<file path="src/rtl/memtest_pkg.sv">
// Shared types and helpers for the Avalon-MM memory self-test:
// FSM state encoding, LFSR polynomial, pattern word builder and seed fixup.
package memtest_pkg;

  typedef enum logic [2:0] {
    IDLE,
    WAIT_CAL,
    WR,
    RD_CMD,
    RD_DATA,
    DONE
  } state_t;

  // Galois right-shift mask for x^32 + x^22 + x^2 + x + 1
  localparam logic [31:0] LFSR_POLY = 32'h8020_0003;

  // One Galois LFSR step
  function automatic logic [31:0] lfsr_next(input logic [31:0] l);
    return l[0] ? ((l >> 1) ^ LFSR_POLY) : (l >> 1);
  endfunction

  // An all-zero seed would lock the LFSR, so it is replaced by 1
  function automatic logic [31:0] seed_fixup(input logic [31:0] s);
    return (s == 32'h0) ? 32'h1 : s;
  endfunction

  // 128-bit beat word built from four 32-bit lanes; addr is the beat address
  function automatic logic [127:0] pattern_word(input logic [31:0] l, input logic [31:0] addr);
    return {l, ~l, l ^ addr, l[15:0], l[31:16]};
  endfunction

endpackage

</file>
<file path="src/rtl/memtest_lfsr.sv">
// 32-bit Galois LFSR with synchronous load (seed fixed up) and step enable.
module memtest_lfsr (
  input  logic        clk,
  input  logic        reset_n,
  input  logic        load,
  input  logic [31:0] seed,
  input  logic        step,
  output logic [31:0] state
);
  import memtest_pkg::*;

  // Load has priority over step so a new run always starts from its seed
  always_ff @(posedge clk or negedge reset_n) begin
    if (!reset_n)  state <= 32'h1;
    else if (load) state <= seed_fixup(seed);
    else if (step) state <= lfsr_next(state);
  end

endmodule

</file>
<file path="src/rtl/avl_mem_bist.sv">
// Avalon-MM memory self-test: writes num_bursts bursts of an LFSR pattern,
// reads them back and compares every beat, reporting pass/fail, error count
// and first failing beat address.
// Optional build macro AVL_MEM_BIST_ERR_INJECT_EN adds input inject_err, which
// flips bit 0 of the next written beat so exactly one read error is produced.
module avl_mem_bist #(
  parameter int ADDR_W    = 25,
  parameter int DATA_W    = 128,
  parameter int BURST_LEN = 8
) (
  input  logic                clk,
  input  logic                reset_n,
  input  logic                start,
  input  logic                abort,
  input  logic                calib_done,
  input  logic [ADDR_W-1:0]   base_addr,
  input  logic [15:0]         num_bursts,
  input  logic [31:0]         seed,
`ifdef AVL_MEM_BIST_ERR_INJECT_EN
  input  logic                inject_err,
`endif
  input  logic                avl_ready,
  output logic                avl_burstbegin,
  output logic [ADDR_W-1:0]   avl_address,
  output logic [7:0]          avl_size,
  output logic                avl_write_req,
  output logic [DATA_W-1:0]   avl_wdata,
  output logic [DATA_W/8-1:0] avl_be,
  output logic                avl_read_req,
  input  logic                avl_rdata_valid,
  input  logic [DATA_W-1:0]   avl_rdata,
  output logic                busy,
  output logic                done,
  output logic                pass,
  output logic [31:0]         err_count,
  output logic [ADDR_W-1:0]   first_err_addr
);
  import memtest_pkg::*;

  localparam logic [7:0]        BL8     = 8'(BURST_LEN);
  localparam logic [ADDR_W-1:0] BL_ADDR = ADDR_W'(BURST_LEN);

  state_t              state, next_state;
  logic [ADDR_W-1:0]   base_q;
  logic [15:0]         num_q;
  logic [ADDR_W-1:0]   burst_addr;
  logic [15:0]         burst_idx;
  logic [7:0]          beat_idx;
  logic [7:0]          rd_left;
  logic                err_seen;
  logic [31:0]         wr_l, rd_l;
  logic                start_ok, wr_acc, rd_acc, rd_beat, rd_last;
  logic                wr_last_beat, last_burst, mismatch;
  logic [ADDR_W-1:0]   wr_addr, rd_addr;
  logic [127:0]        wr_word, exp_word;

  assign start_ok     = start && !abort && (state == IDLE || state == DONE);
  assign wr_acc       = (state == WR) && avl_ready;
  assign rd_acc       = (state == RD_CMD) && (rd_left == 8'd0) && avl_ready;
  assign rd_beat      = (state == RD_DATA) && avl_rdata_valid && (rd_left != 8'd0);
  assign rd_last      = rd_beat && (rd_left == 8'd1);
  assign wr_last_beat = (beat_idx == BL8 - 8'd1);
  assign last_burst   = (burst_idx == num_q - 16'd1);
  assign wr_addr      = burst_addr + ADDR_W'(beat_idx);
  assign rd_addr      = burst_addr + ADDR_W'(BL8 - rd_left);
  assign exp_word     = pattern_word(rd_l, 32'(rd_addr));
  assign mismatch     = rd_beat && (avl_rdata != DATA_W'(exp_word));

`ifdef AVL_MEM_BIST_ERR_INJECT_EN
  logic inj_flag;

  // Arm on inject pulse, disarm once the corrupted beat has been accepted
  always_ff @(posedge clk or negedge reset_n) begin
    if (!reset_n)                 inj_flag <= 1'b0;
    else if (wr_acc && inj_flag)  inj_flag <= 1'b0;
    else if (inject_err)          inj_flag <= 1'b1;
  end

  assign wr_word = pattern_word(wr_l, 32'(wr_addr)) ^ {127'b0, inj_flag};
`else
  assign wr_word = pattern_word(wr_l, 32'(wr_addr));
`endif

  // Write generator and read checker run identical sequences from the same seed
  memtest_lfsr u_wr_lfsr (
    .clk     (clk),
    .reset_n (reset_n),
    .load    (start_ok),
    .seed    (seed),
    .step    (wr_acc),
    .state   (wr_l)
  );

  memtest_lfsr u_rd_lfsr (
    .clk     (clk),
    .reset_n (reset_n),
    .load    (start_ok),
    .seed    (seed),
    .step    (rd_beat),
    .state   (rd_l)
  );

  // State register
  always_ff @(posedge clk or negedge reset_n) begin
    if (!reset_n) state <= IDLE;
    else          state <= next_state;
  end

  // Next-state logic; abort overrides everything
  always_comb begin
    next_state = state;
    if (abort) begin
      next_state = IDLE;
    end else begin
      case (state)
        IDLE, DONE: if (start) next_state = (num_bursts == 16'd0) ? DONE : WAIT_CAL;
        WAIT_CAL:   if (calib_done) next_state = WR;
        WR:         if (wr_acc && wr_last_beat && last_burst) next_state = RD_CMD;
        RD_CMD:     if (rd_acc) next_state = RD_DATA;
        RD_DATA:    if (rd_last) next_state = last_burst ? DONE : RD_CMD;
        default:    next_state = IDLE;
      endcase
    end
  end

  // Avalon request outputs decoded from state; read waits for any drain to finish
  always_comb begin
    avl_write_req  = (state == WR);
    avl_read_req   = (state == RD_CMD) && (rd_left == 8'd0);
    avl_burstbegin = ((state == WR) && (beat_idx == 8'd0)) || avl_read_req;
    avl_address    = '0;
    avl_wdata      = '0;
    if (state == WR) begin
      avl_address = wr_addr;
      avl_wdata   = DATA_W'(wr_word);
    end else if (state == RD_CMD) begin
      avl_address = burst_addr;
    end
    busy = (state != IDLE) && (state != DONE);
  end

  assign avl_size = BL8;
  assign avl_be   = '1;

  // Burst/beat bookkeeping, error accounting and result flags
  always_ff @(posedge clk or negedge reset_n) begin
    if (!reset_n) begin
      base_q         <= '0;
      num_q          <= '0;
      burst_addr     <= '0;
      burst_idx      <= '0;
      beat_idx       <= '0;
      err_seen       <= 1'b0;
      err_count      <= '0;
      first_err_addr <= '0;
      done           <= 1'b0;
      pass           <= 1'b0;
    end else if (start_ok) begin
      base_q         <= base_addr;
      num_q          <= num_bursts;
      burst_addr     <= base_addr;
      burst_idx      <= '0;
      beat_idx       <= '0;
      err_seen       <= 1'b0;
      err_count      <= '0;
      first_err_addr <= '0;
      done           <= (num_bursts == 16'd0);
      pass           <= (num_bursts == 16'd0);
    end else begin
      if (wr_acc) begin
        if (wr_last_beat) begin
          beat_idx <= '0;
          if (last_burst) begin
            burst_idx  <= '0;
            burst_addr <= base_q;
          end else begin
            burst_idx  <= burst_idx + 16'd1;
            burst_addr <= burst_addr + BL_ADDR;
          end
        end else begin
          beat_idx <= beat_idx + 8'd1;
        end
      end
      if (rd_last) begin
        burst_idx  <= burst_idx + 16'd1;
        burst_addr <= burst_addr + BL_ADDR;
      end
      if (mismatch) begin
        err_seen <= 1'b1;
        if (err_count != 32'hFFFF_FFFF) err_count <= err_count + 32'd1;
        if (!err_seen) first_err_addr <= rd_addr;
      end
      if (next_state == DONE && state != DONE) begin
        done <= 1'b1;
        pass <= !(err_seen || mismatch);
      end
    end
  end

  // Beats still owed by the memory; survives abort so stale data is drained
  always_ff @(posedge clk or negedge reset_n) begin
    if (!reset_n)                                   rd_left <= '0;
    else if (rd_acc)                                rd_left <= BL8;
    else if (avl_rdata_valid && rd_left != 8'd0)    rd_left <= rd_left - 8'd1;
  end

endmodule

</file>
<file path="config.mk">
export PLATFORM = sky130hd
export DESIGN_NAME = avl_mem_bist
export DESIGN_NICKNAME = d
export VERILOG_FILES = /design/src/rtl/memtest_pkg.sv /design/src/rtl/memtest_lfsr.sv /design/src/rtl/avl_mem_bist.sv
export SDC_FILE = /design/constraint.sdc
export NUM_CORES = 1
export LEC_CHECK = 0
export BUFFER_PORTS_ARGS = -buffer_cell sky130_fd_sc_hd__buf_4
export CAP_MARGIN = 20
export CORE_MARGIN = 3
export CORE_UTILIZATION = 30
export CTS_CLUSTER_DIAMETER = 200
export DETAILED_ROUTE_END_ITERATION = 16
export PLACE_DENSITY = 0.47
export SYNTH_ARGS = -nofsm -noshare
export SYNTH_HDL_FRONTEND = slang
export SYNTH_SLANG_ARGS = --single-unit
export TNS_END_PERCENT = 10
</file>
<file path="constraint.sdc">
create_clock -name clk -period 5.4 [get_ports clk]
set_clock_uncertainty 0.05 [all_clocks]
set_input_delay 0.54 -clock clk [delete_from_list [all_inputs] [get_ports clk]]
set_output_delay 0.54 -clock clk [all_outputs]
set_load 0.02 [all_outputs]
</file>
==> results of run 1 <==
kinds of logic after synthesis:
| logic type | synth area share |
|---|---|
| AOI/OAI and AO/OA | 0.159 |
| xor gates and xnor gates | 0.137 |
| adders and majority gates | 0.0311 |
| buffers and inverters | 0.0743 |
| DFF | 0.324 |
| muxes | 0.0177 |
| other | 0.000432 |
| and+or+nand+nor | 0.257 |
per-layer routing:
| layer | track usage | vias to the layer above |
|---|---|---|
| met5 | 0 | - |
| met4 | 0.0471 | 4 |
| met3 | 0.0321 | 70 |
| met2 | 0.415 | 459 |
| met1 | 0.298 | 8250 |
| li1 | - | 8033 |
final timing paths:
path	cells after the start	slack (ns)	from	end
max in group asynchronous	3	3.44	reset_n	err_count[10]$_DFFE_PN0P_
worst min register to register	2	0.42	base_q[0]$_DFFE_PN0P_	base_q[0]$_DFFE_PN0P_
worst min-delay path	3	0.13	base_addr[19]	base_q[19]$_DFFE_PN0P_
worst max-delay path	17	0.25	rd_left[2]$_DFFE_PN0P_	err_count[25]$_DFFE_PN0P_
min in group asynchronous	2	0.57	reset_n	u_wr_lfsr.state[17]$_DFFE_PN0P_
worst max register to register	17	0.25	rd_left[2]$_DFFE_PN0P_	err_count[25]$_DFFE_PN0P_
power breakdown:
part           internal [mW]  switching, mW
registers               2.12          0.916
logic                   2.73           3.73
clock network           1.11          0.796
what timing repair did:
| action | in CTS | in global routing |
|---|---|---|
| endpoints found under the hold margin | 20 | 0 |
| gates resized for setup | 0 | 16 |
| endpoints found under the setup margin | 0 | 59 |
| setup buffers | 0 | 4 |
| hold buffers | 1 | 0 |
per-stage QoR:
stage	area (µm²)	hold WS, ns
2_1_floorplan	17500	0.194
3_3_place_gp	20900	0.402
3_5_place_dp	20900	0.408
4_1_cts	21800	0.102
5_1_grt	21900	0.119
6_report	21900	0.134
placed cells by master, fill, tap and decap left out, types with 37 or more instances in the layout:
cell type | netlist | routed
buf_4 | 70 | 476
nand2_1 | 325 | 325
dfrtp_1 | 223 | 223
nor2_1 | 198 | 196
xnor2_1 | 153 | 153
xor2_1 | 103 | 103
a21oi_1 | 91 | 91
nand4_1 | 59 | 59
a31oi_1 | 54 | 54
o21ai_0 | 55 | 54
nand3_1 | 53 | 53
and2_1 | 51 | 50
and3_1 | 39 | 39
nor3_1 | 37 | 37
state kept, by name, summed over array words and instances, names as in the netlist:
signal           cells
err_count           32
u_rd_lfsr.state     32
u_wr_lfsr.state     32
base_q              25
burst_addr          25
first_err_addr      25
burst_idx           16
num_q               16
beat_idx             8
rd_left              8
state                3
done                 1
err_seen             1
pass                 1
worst register-to-register path, delay by kind of cell (launching register included):
family                   cells  cell delay [ns]
flip-flops                   1             0.44
AO/OA/AOI/OAI                5             1.23
adder cells (fa/ha/maj)      1             0.35
buffers and inverters        3             0.60
XOR/XNOR                     2             0.24
AND/OR/NAND/NOR              6             2.06
area by class of cell:
cell class,instances,share of cell area
multi-input cells,1676,0.483
repair buffers,482,0.168
well taps,756,0.0431
inverters,37,0.00650
clock buffers,38,0.0374
clock inverters,14,0.00525
flip-flops and latches,225,0.257
==> impl_metrics.py, run 1 <==
metrics = {
    "sta": {
        "setup_viol": 0,
        "hold_viol": 0,
        "maxSlewHeadroom": 0.328,
        "fin_ws_ns": 0.251,
        "tightest_slew_ns": 1.01,
        "tns_ns": 0,
        "clock.fmax_ghz": 0.194,
        "period_minus_slack_ns": 5.15,
        "final_max_slew_viol_count": 0,
        "finalCritPeriodShare": 0.953,
    },
    "cells_and_area": {
        "diodes": 0,
        "num-fill-cells": 5967,
        "final_cells": 3228,
        "fin_nets": 2700,
        "syn_to_final_growth_pct": 26.2,
        "drive_above_1_share": 0.233,
        "regArea_um2": 5630,
        "multi_input_area_um2": 10600,
        "fin_util": 0.386,
    },
    "worst_setup_path": {
        "criticalPathCategory": "register to register",
        "cp_cell_sequence": "or3_1 -> a2111oi_2 -> buf_4 -> xnor2_1 -> ha_1 -> and2_1 -> o2111a_1 -> or3_4 -> o211a_1 -> a211oi_4 -> xnor2_1 -> or4_4 -> nor4_4 -> buf_4 -> buf_6 -> or3_1 -> a21oi_1",
        "crit_path_top_delay_cell": "or4_4",
        "cp.required_ns": 5.75,
        "worstSetupStartpointType": "register",
        "cp_max_fo": 32,
        "crit_arrival_ns": 5.49,
        "worst_path_dominant_cell_family": "simple AND/OR/NAND/NOR gates",
        "crit_buf_inv": 3,
        "end_kind": "register",
        "worst_path_largest_cell_delay_ns": 0.55,
    },
    "clocking": {
        "cts_sinks": 225,
        "htreeDepth": 1,
        "cts_tree": "built",
        "cts_buffers": 28,
        "clkSlewWorstSetupHoldPaths_ns": 0.06,
        "ctsLongestPathBuffers": 3,
        "cts_root_buf": "clkbuf_16",
        "clk_latency_ns": 0.57,
    },
    "power": {
        "vdd.ir_drop.worst_mv": 0.287,
        "powerDensity_nw_per_um2": 520,
        "power.total_mw": 11.4,
        "leakagePower_nw": 9.95,
    },
    "yosys": {
        "seq_area_frac_synth": 0.324,
        "ys_types": 88,
        "synth_edf_count": 0,
        "synth_area_um2": 17400,
        "synth.most_common_cell": "nand2_1",
        "ys.flop_type": "dfrtp_1",
        "yosys.area.top_type_share": 0.321,
        "synth_area_leader_cell": "dfrtp_1",
        "syn_inst": 2127,
        "async_flop_share": 1.00,
        "synth.avg_cell_area_um2": 8.17,
        "synth_warnings": 0,
        "ys_top_cells_by_area": "dfrtp_1 (32%), xnor2_1 (7.7%), nand2_1 (7.0%), xor2_1 (5.2%), nor2_1 (4.3%)",
        "synth_commonest_cells": "nand2_1 (325), dfrtp_1 (223), nor2_1 (198)",
        "ys_ff_latch": 225,
    },
    "floorplanning": {
        "die_area_um2": 60800,
        "start_util": 0.306,
        "boundaryPins": 448,
        "die_x_um": 247,
        "rows": 87,
        "dieHeight_um": 247,
        "core_um2": 56800,
    },
    "placement": {
        "pre_cts_ws_ns": 0.143,
        "port_buffers": 423,
        "hpwl_mm": 57.3,
        "place_congestion": 0.882,
        "placed_cells": 3170,
    },
    "outcome": {
        "status": "completed",
    },
    "flow_run": {
        "drv_cap": 0,
    },
    "detailed_routing": {
        "vias": 16800,
        "dr_wl_met3_mm": 3.77,
        "drtPass1Iterations": 5,
        "dr_wl_met2_mm": 36.9,
        "top_layer": "met5",
        "wl_met1_mm": 31.5,
        "antenna_left": 0,
        "routed_wl_mm": 73.7,
        "vias_per_cell": 5.21,
        "wl_per_cell_um": 22.8,
        "drc": 0,
        "drt_iter0_drc": 1098,
    },
    "grt": {
        "antenna_found_initial": 2,
        "grt_max_degree": 127,
        "grt_pass1_wl_mm": 108,
        "grt_pass1_vias": 16500,
        "track_usage": 0.232,
        "grt_overflow": 0,
    },
    "hold_path": {
        "hold_class": "input pin to register",
    },
}
Power figures use the tool's default switching activity.
==> inputs of run 2 (changes only) <==
--- a/config.mk
+++ b/config.mk
@@ -11,6 +11,7 @@
 export CORE_UTILIZATION = 30
 export CTS_CLUSTER_DIAMETER = 200
 export DETAILED_ROUTE_END_ITERATION = 16
+export GPL_TIMING_DRIVEN = 0
 export PLACE_DENSITY = 0.47
 export SYNTH_ARGS = -nofsm -noshare
 export SYNTH_HDL_FRONTEND = slang
==> impl_metrics.py, run 2 (same netlist as run 1, synthesis figures left out) <==
metrics = {
    "worst_setup_path": {
        "cp.required_ns": 5.84,
        "worst_path_largest_cell_delay_ns": 0.56,
        "criticalPathCategory": "register to register",
        "crit_path_top_delay_cell": "or4_4",
        "cp_cell_sequence": "inv_1 -> ha_2 -> nand2b_1 -> a21boi_4 -> clkinvlp_4 -> buf_4 -> ha_1 -> buf_6 -> o21a_1 -> o2111a_1 -> or3_4 -> o211a_1 -> a211oi_4 -> xnor2_1 -> or4_4 -> nor4_4 -> buf_6 -> buf_6 -> buf_6 -> o211ai_1 -> a31oi_1",
        "cp_max_fo": 10,
        "crit_arrival_ns": 5.68,
        "cpMostUsedCell": "buf_6",
        "crit_buf_inv": 7,
        "worstSetupStartpointType": "register",
        "worst_path_dominant_cell_family": "simple AND/OR/NAND/NOR gates",
        "end_kind": "register",
    },
    "floorplanning": {
        "die_x_um": 247,
        "die_area_um2": 60800,
        "dieHeight_um": 247,
        "boundaryPins": 448,
        "rows": 87,
        "start_util": 0.306,
        "core_um2": 56800,
    },
    "sta": {
        "setup_viol": 0,
        "tightest_slew_ns": 1.21,
        "maxSlewHeadroom": 0.196,
        "finalCritPeriodShare": 0.971,
        "hold_viol": 0,
        "clock.fmax_ghz": 0.191,
        "final_max_slew_viol_count": 0,
        "timing.hold.ws_ns": 0.106,
        "period_minus_slack_ns": 5.24,
        "rsz0062_at_grt": "yes",
    },
    "clocking": {
        "cts_buffers": 29,
        "ctsLongestPathBuffers": 3,
        "cts_tree": "built",
        "cts_sinks": 225,
        "cts_root_buf": "clkbuf_16",
        "clkSlewWorstSetupHoldPaths_ns": 0.06,
        "htreeDepth": 1,
        "clk_latency_ns": 0.57,
    },
    "power": {
        "power_frac_seq": 0.238,
        "leakagePower_nw": 10.4,
        "power.total_mw": 11.6,
        "switching_share": 0.477,
        "clkPwrFrac": 0.171,
        "vdd.ir_drop.worst_mv": 0.285,
        "internal-power_mw": 6.06,
        "combinationalPowerShare": 0.591,
        "switchingPower_mw": 5.53,
        "powerDensity_nw_per_um2": 508,
    },
    "placement": {
        "port_buffers": 423,
        "place_congestion": 0.903,
        "hpwl_mm": 64.1,
    },
    "grt": {
        "grt_max_degree": 84,
        "track_usage": 0.252,
        "grt_overflow": 0,
        "antenna_found_initial": 3,
        "grt_pass1_vias": 17500,
        "grt_pass1_wl_mm": 115,
    },
    "cells_and_area": {
        "syn_to_final_growth_pct": 31.2,
        "num-fill-cells": 6020,
        "regArea_um2": 5630,
        "fin_nets": 2862,
        "mostFrequentLayoutCells": "buf_4 (500), nand2_1 (325), dfrtp_1 (222), nor2_1 (197), xnor2_1 (153)",
        "final_common_cell": "buf_4",
        "multi_input_area_um2": 10700,
        "top_regs": "err_count (32), u_rd_lfsr.state (32), u_wr_lfsr.state (32)",
        "drive_above_1_share": 0.239,
    },
    "detailed_routing": {
        "drtPass1Iterations": 5,
        "routed_wl_mm": 79.8,
        "vias_per_cell": 5.20,
        "wl_per_cell_um": 23.5,
        "drc": 0,
        "antenna_left": 0,
        "drt_iter0_drc": 1148,
        "vias": 17600,
    },
    "flow_run": {
        "drv_cap": 0,
    },
    "outcome": {
        "status": "completed",
    },
    "hold_path": {
        "hold_class": "input pin to register",
    },
}
==> run 2: metal layers <==
metal  routed length, µm  global-route usage  up-vias
met5                  13                   0        -
met4                1750              0.0554        2
li1                    -                   -     8356
met3                4640              0.0356       89
met1               34400               0.329     8638
met2               38900               0.441      534
==> run 2: area by class of cell <==
type                       instances  area share
inverter                          37     0.00626
buffer                           207      0.0503
timing repair buffer             436       0.146
clock buffer                      43      0.0359
tap                              756      0.0415
sequential                       225       0.247
clock inverter                     9     0.00554
multi-input combinational       1676       0.467
antenna                            2    0.000220
==> run 2: final timing paths <==
kind,from,end,slack (ns),cells after the start
worst min register to register,base_q[0]$_DFFE_PN0P_,base_q[0]$_DFFE_PN0P_,0.42,2
min in group asynchronous,reset_n,u_wr_lfsr.state[10]$_DFFE_PN0P_,0.50,2
worst max-delay path,rd_left[0]$_DFFE_PN0P_,pass$_DFFE_PN0P_,0.16,21
worst max register to register,rd_left[0]$_DFFE_PN0P_,pass$_DFFE_PN0P_,0.16,21
worst min-delay path,abort,state[1]$_DFF_PN0_,0.11,2
max in group asynchronous,reset_n,num_q[7]$_DFFE_PN0P_,3.93,3
==> run 2: power by group through the flow <==
stage / clock (mW) / sequential [mW] / combinational, mW
finish: 1.98 / 2.76 / 6.85
global route: 2.10 / 2.81 / 7.43
global placement: 0 / 2.77 / 6.59
detailed placement: 0 / 2.78 / 6.63
floorplan: 0 / 2.56 / 4.59
CTS: 2.03 / 2.76 / 6.77
==> run 2: stage by stage <==
| step | instance area [µm²] | instances | TNS, ns | setup slack (ns) | utilization |
|---|---|---|---|---|---|
| CTS | 22700 | 3389 | 0 | 0.0637 | 0.400 |
| detailed placement | 21700 | 3331 | -27.11 | -0.563 | 0.381 |
| floorplan | 17500 | 2149 | 0 | 0.823 | - |
| global route | 22800 | 3390 | -0.00715 | -0.00715 | 0.401 |
| global placement | 21600 | 3328 | -26.52 | -0.572 | 0.380 |
| finish | 22800 | 3391 | 0 | 0.156 | 0.401 |
==> run 2: timing repair <==
action / in CTS / in global routing
setup endpoints to repair: 59 / 58
endpoints found under the hold margin: 65 / 0
gates resized for setup: 17 / 18
gates cloned: 0 / 0
hold buffers: 1 / 0
setup buffers: 5 / 4
pin swaps: 1 / 3
==> inputs of run 3 (changes only) <==
--- a/config.mk
+++ b/config.mk
@@ -12,7 +12,7 @@
 export CTS_CLUSTER_DIAMETER = 200
 export DETAILED_ROUTE_END_ITERATION = 16
 export GPL_TIMING_DRIVEN = 0
-export PLACE_DENSITY = 0.47
+export PLACE_DENSITY_LB_ADDON = 0.25
 export SYNTH_ARGS = -nofsm -noshare
 export SYNTH_HDL_FRONTEND = slang
 export SYNTH_SLANG_ARGS = --single-unit
==> impl_metrics.py, run 3 (same netlist as run 1, synthesis figures left out) <==
metrics = {
    "outcome": {
        "status": "completed",
    },
    "sta": {
        "fin_ws_ns": 0.126,
        "tightest_slew_ns": 1.07,
        "finalCritPeriodShare": 0.977,
        "maxSlewHeadroom": 0.286,
        "rsz0062_at_grt": "yes",
        "final_max_slew_viol_count": 0,
        "setup_viol": 0,
        "hold_viol": 0,
        "clock.fmax_ghz": 0.190,
        "period_minus_slack_ns": 5.27,
    },
    "placement": {
        "pre_cts_ws_ns": -0.604,
        "port_buffers": 423,
        "placed_cells": 3331,
        "place_congestion": 0.949,
        "hpwl_mm": 64.8,
    },
    "detailed_routing": {
        "vias_per_cell": 5.37,
        "drtPass1Iterations": 7,
        "drc": 0,
        "antenna_left": 0,
        "vias": 18200,
        "routed_wl_mm": 80.6,
        "wl_per_cell_um": 23.8,
        "drt_iter0_drc": 1626,
    },
    "grt": {
        "grt_pass1_vias": 17900,
        "antenna_found_initial": 2,
        "track_usage": 0.255,
        "grt_overflow": 0,
        "grt_max_degree": 106,
        "grt_pass1_wl_mm": 117,
    },
    "clocking": {
        "cts_tree": "built",
        "cts_buffers": 29,
        "clk_latency_ns": 0.57,
        "clkSlewWorstSetupHoldPaths_ns": 0.06,
        "cts_sinks": 225,
        "ctsLongestPathBuffers": 3,
        "cts_root_buf": "clkbuf_16",
        "htreeDepth": 1,
    },
    "cells_and_area": {
        "mostFrequentLayoutCells": "buf_4 (501), nand2_1 (325), dfrtp_1 (223), nor2_1 (196), xnor2_1 (153)",
        "top_regs": "err_count (32), u_rd_lfsr.state (32), u_wr_lfsr.state (32)",
        "regArea_um2": 5630,
        "fin_nets": 2863,
        "drive_above_1_share": 0.239,
        "final_cells": 3388,
        "final_common_cell": "buf_4",
        "num-fill-cells": 5900,
        "multi_input_area_um2": 10600,
        "syn_to_final_growth_pct": 31.0,
    },
    "worst_setup_path": {
        "rr_worst_depth": 20,
        "rr_endpoint": "first_err_addr[12]$_DFFE_PN0P_",
        "cp_cell_sequence": "inv_1 -> ha_2 -> nand2b_1 -> a21boi_4 -> clkinvlp_4 -> buf_4 -> ha_1 -> buf_6 -> o21a_1 -> o2111a_1 -> or3_4 -> o211a_1 -> a211oi_4 -> xnor2_1 -> or4_4 -> nor4_4 -> buf_6 -> nor2_2 -> buf_4 -> a22o_1",
        "criticalPathCategory": "register to register",
        "reg2reg_slack_ns": 0.13,
        "crit_buf_inv": 6,
        "end_kind": "register",
        "cp_max_fo": 10,
        "cp.required_ns": 5.80,
        "crit_arrival_ns": 5.67,
        "crit_path_top_delay_cell": "or4_4",
        "r2r-start": "rd_left[0]$_DFFE_PN0P_",
        "worst_path_largest_cell_delay_ns": 0.55,
        "worstSetupStartpointType": "register",
        "worst_path_dominant_cell_family": "simple AND/OR/NAND/NOR gates",
    },
    "floorplanning": {
        "rows": 87,
        "die_x_um": 247,
        "core_um2": 56800,
        "start_util": 0.306,
        "dieHeight_um": 247,
        "die_area_um2": 60800,
        "boundaryPins": 448,
    },
    "hold_path": {
        "hold_depth": 2,
        "holdCritStartpoint": "abort",
        "hold_class": "input pin to register",
        "holdPathEnd": "state[1]$_DFF_PN0_",
    },
    "flow_run": {
        "drv_cap": 0,
    },
    "power": {
        "powerDensity_nw_per_um2": 509,
        "vdd.ir_drop.worst_mv": 0.345,
        "leakagePower_nw": 10.4,
    },
}
run 3: cell types whose count changed in the layout (fill, tap and decap cells not counted), sizes merged:
| cell | previous run | this run |
|---|---|---|
| clkinv | 4 | 8 |
| bufinv | 3 | 0 |
| clkbuf | 135 | 134 |
| clkinvlp | 2 | 1 |
| diode | 2 | 1 |
| inv | 37 | 36 |
run 3: where the power goes:
group	total, mW	internal [mW]	switching [mW]
combinational	6.95	2.76	4.20
clock	1.86	1.09	0.771
sequential	2.76	2.13	0.634
run 3: area by class of cell:
type | count | share of cell area
Multi-Input combinational cell | 1676 | 0.468
Buffer | 206 | 0.0504
Timing Repair Buffer | 438 | 0.147
Inverter | 37 | 0.00627
Sequential cell | 225 | 0.248
Tap cell | 756 | 0.0416
Antenna cell | 1 | 0.000110
Clock buffer | 41 | 0.0378
Clock inverter | 8 | 0.00192
run 3: metal layers:
layer | vias up | wire (µm) | part of all wire | track usage
met1 | 8935 | 32100 | 0.40 | 0.318
met2 | 772 | 38900 | 0.48 | 0.440
met4 | 2 | 3340 | 0.041 | 0.0941
met3 | 139 | 6220 | 0.077 | 0.0432
li1 | 8355 | - | - | -
met5 | - | 15 | 0.00019 | 0
run 3: per-stage QoR:
stage / instance area, µm² / hold WS (ns) / setup TNS (ns) / utilization / total power [mW]
after global routing: 22800 / 0.132 / -0.815 / 0.400 / 12.3
after CTS: 22700 / 0.108 / 0 / 0.399 / 11.4
after global placement: 21600 / 0.403 / -24.04 / 0.380 / 9.37
after floorplan: 17500 / 0.194 / 0 / - / 7.15
final: 22800 / 0.135 / 0 / 0.401 / 11.6
after detailed placement: 21700 / 0.370 / -29.62 / 0.381 / 9.45
run 3: what timing repair did:
action                                  in CTS  in global routing
endpoints found under the setup margin      59                 58
hold buffers                                 1                  0
endpoints found under the hold margin       31                  0
pin swaps                                    0                  6
setup buffers                                3                  8
resized for setup                           18                 19
run 3: how the worst max path moves through the flow:
stage | endpoint | start | slack, ns | cells after the start
finish | first_err_addr[12]$_DFFE_PN0P_ | rd_left[0]$_DFFE_PN0P_ | 0.13 | 20
global route | err_count[27]$_DFFE_PN0P_ | rd_left[4]$_DFFE_PN0P_ | -0.06 | 21
CTS | err_count[27]$_DFFE_PN0P_ | rd_left[2]$_DFFE_PN0P_ | 0.006 | 18
detailed placement | first_err_addr[12]$_DFFE_PN0P_ | rd_left[4]$_DFFE_PN0P_ | -0.60 | 17
global placement | first_err_addr[12]$_DFFE_PN0P_ | rd_left[4]$_DFFE_PN0P_ | -0.52 | 17
floorplan | first_err_addr[12]$_DFFE_PN0P_ | rd_left[2]$_DFFE_PN0P_ | 0.82 | 16
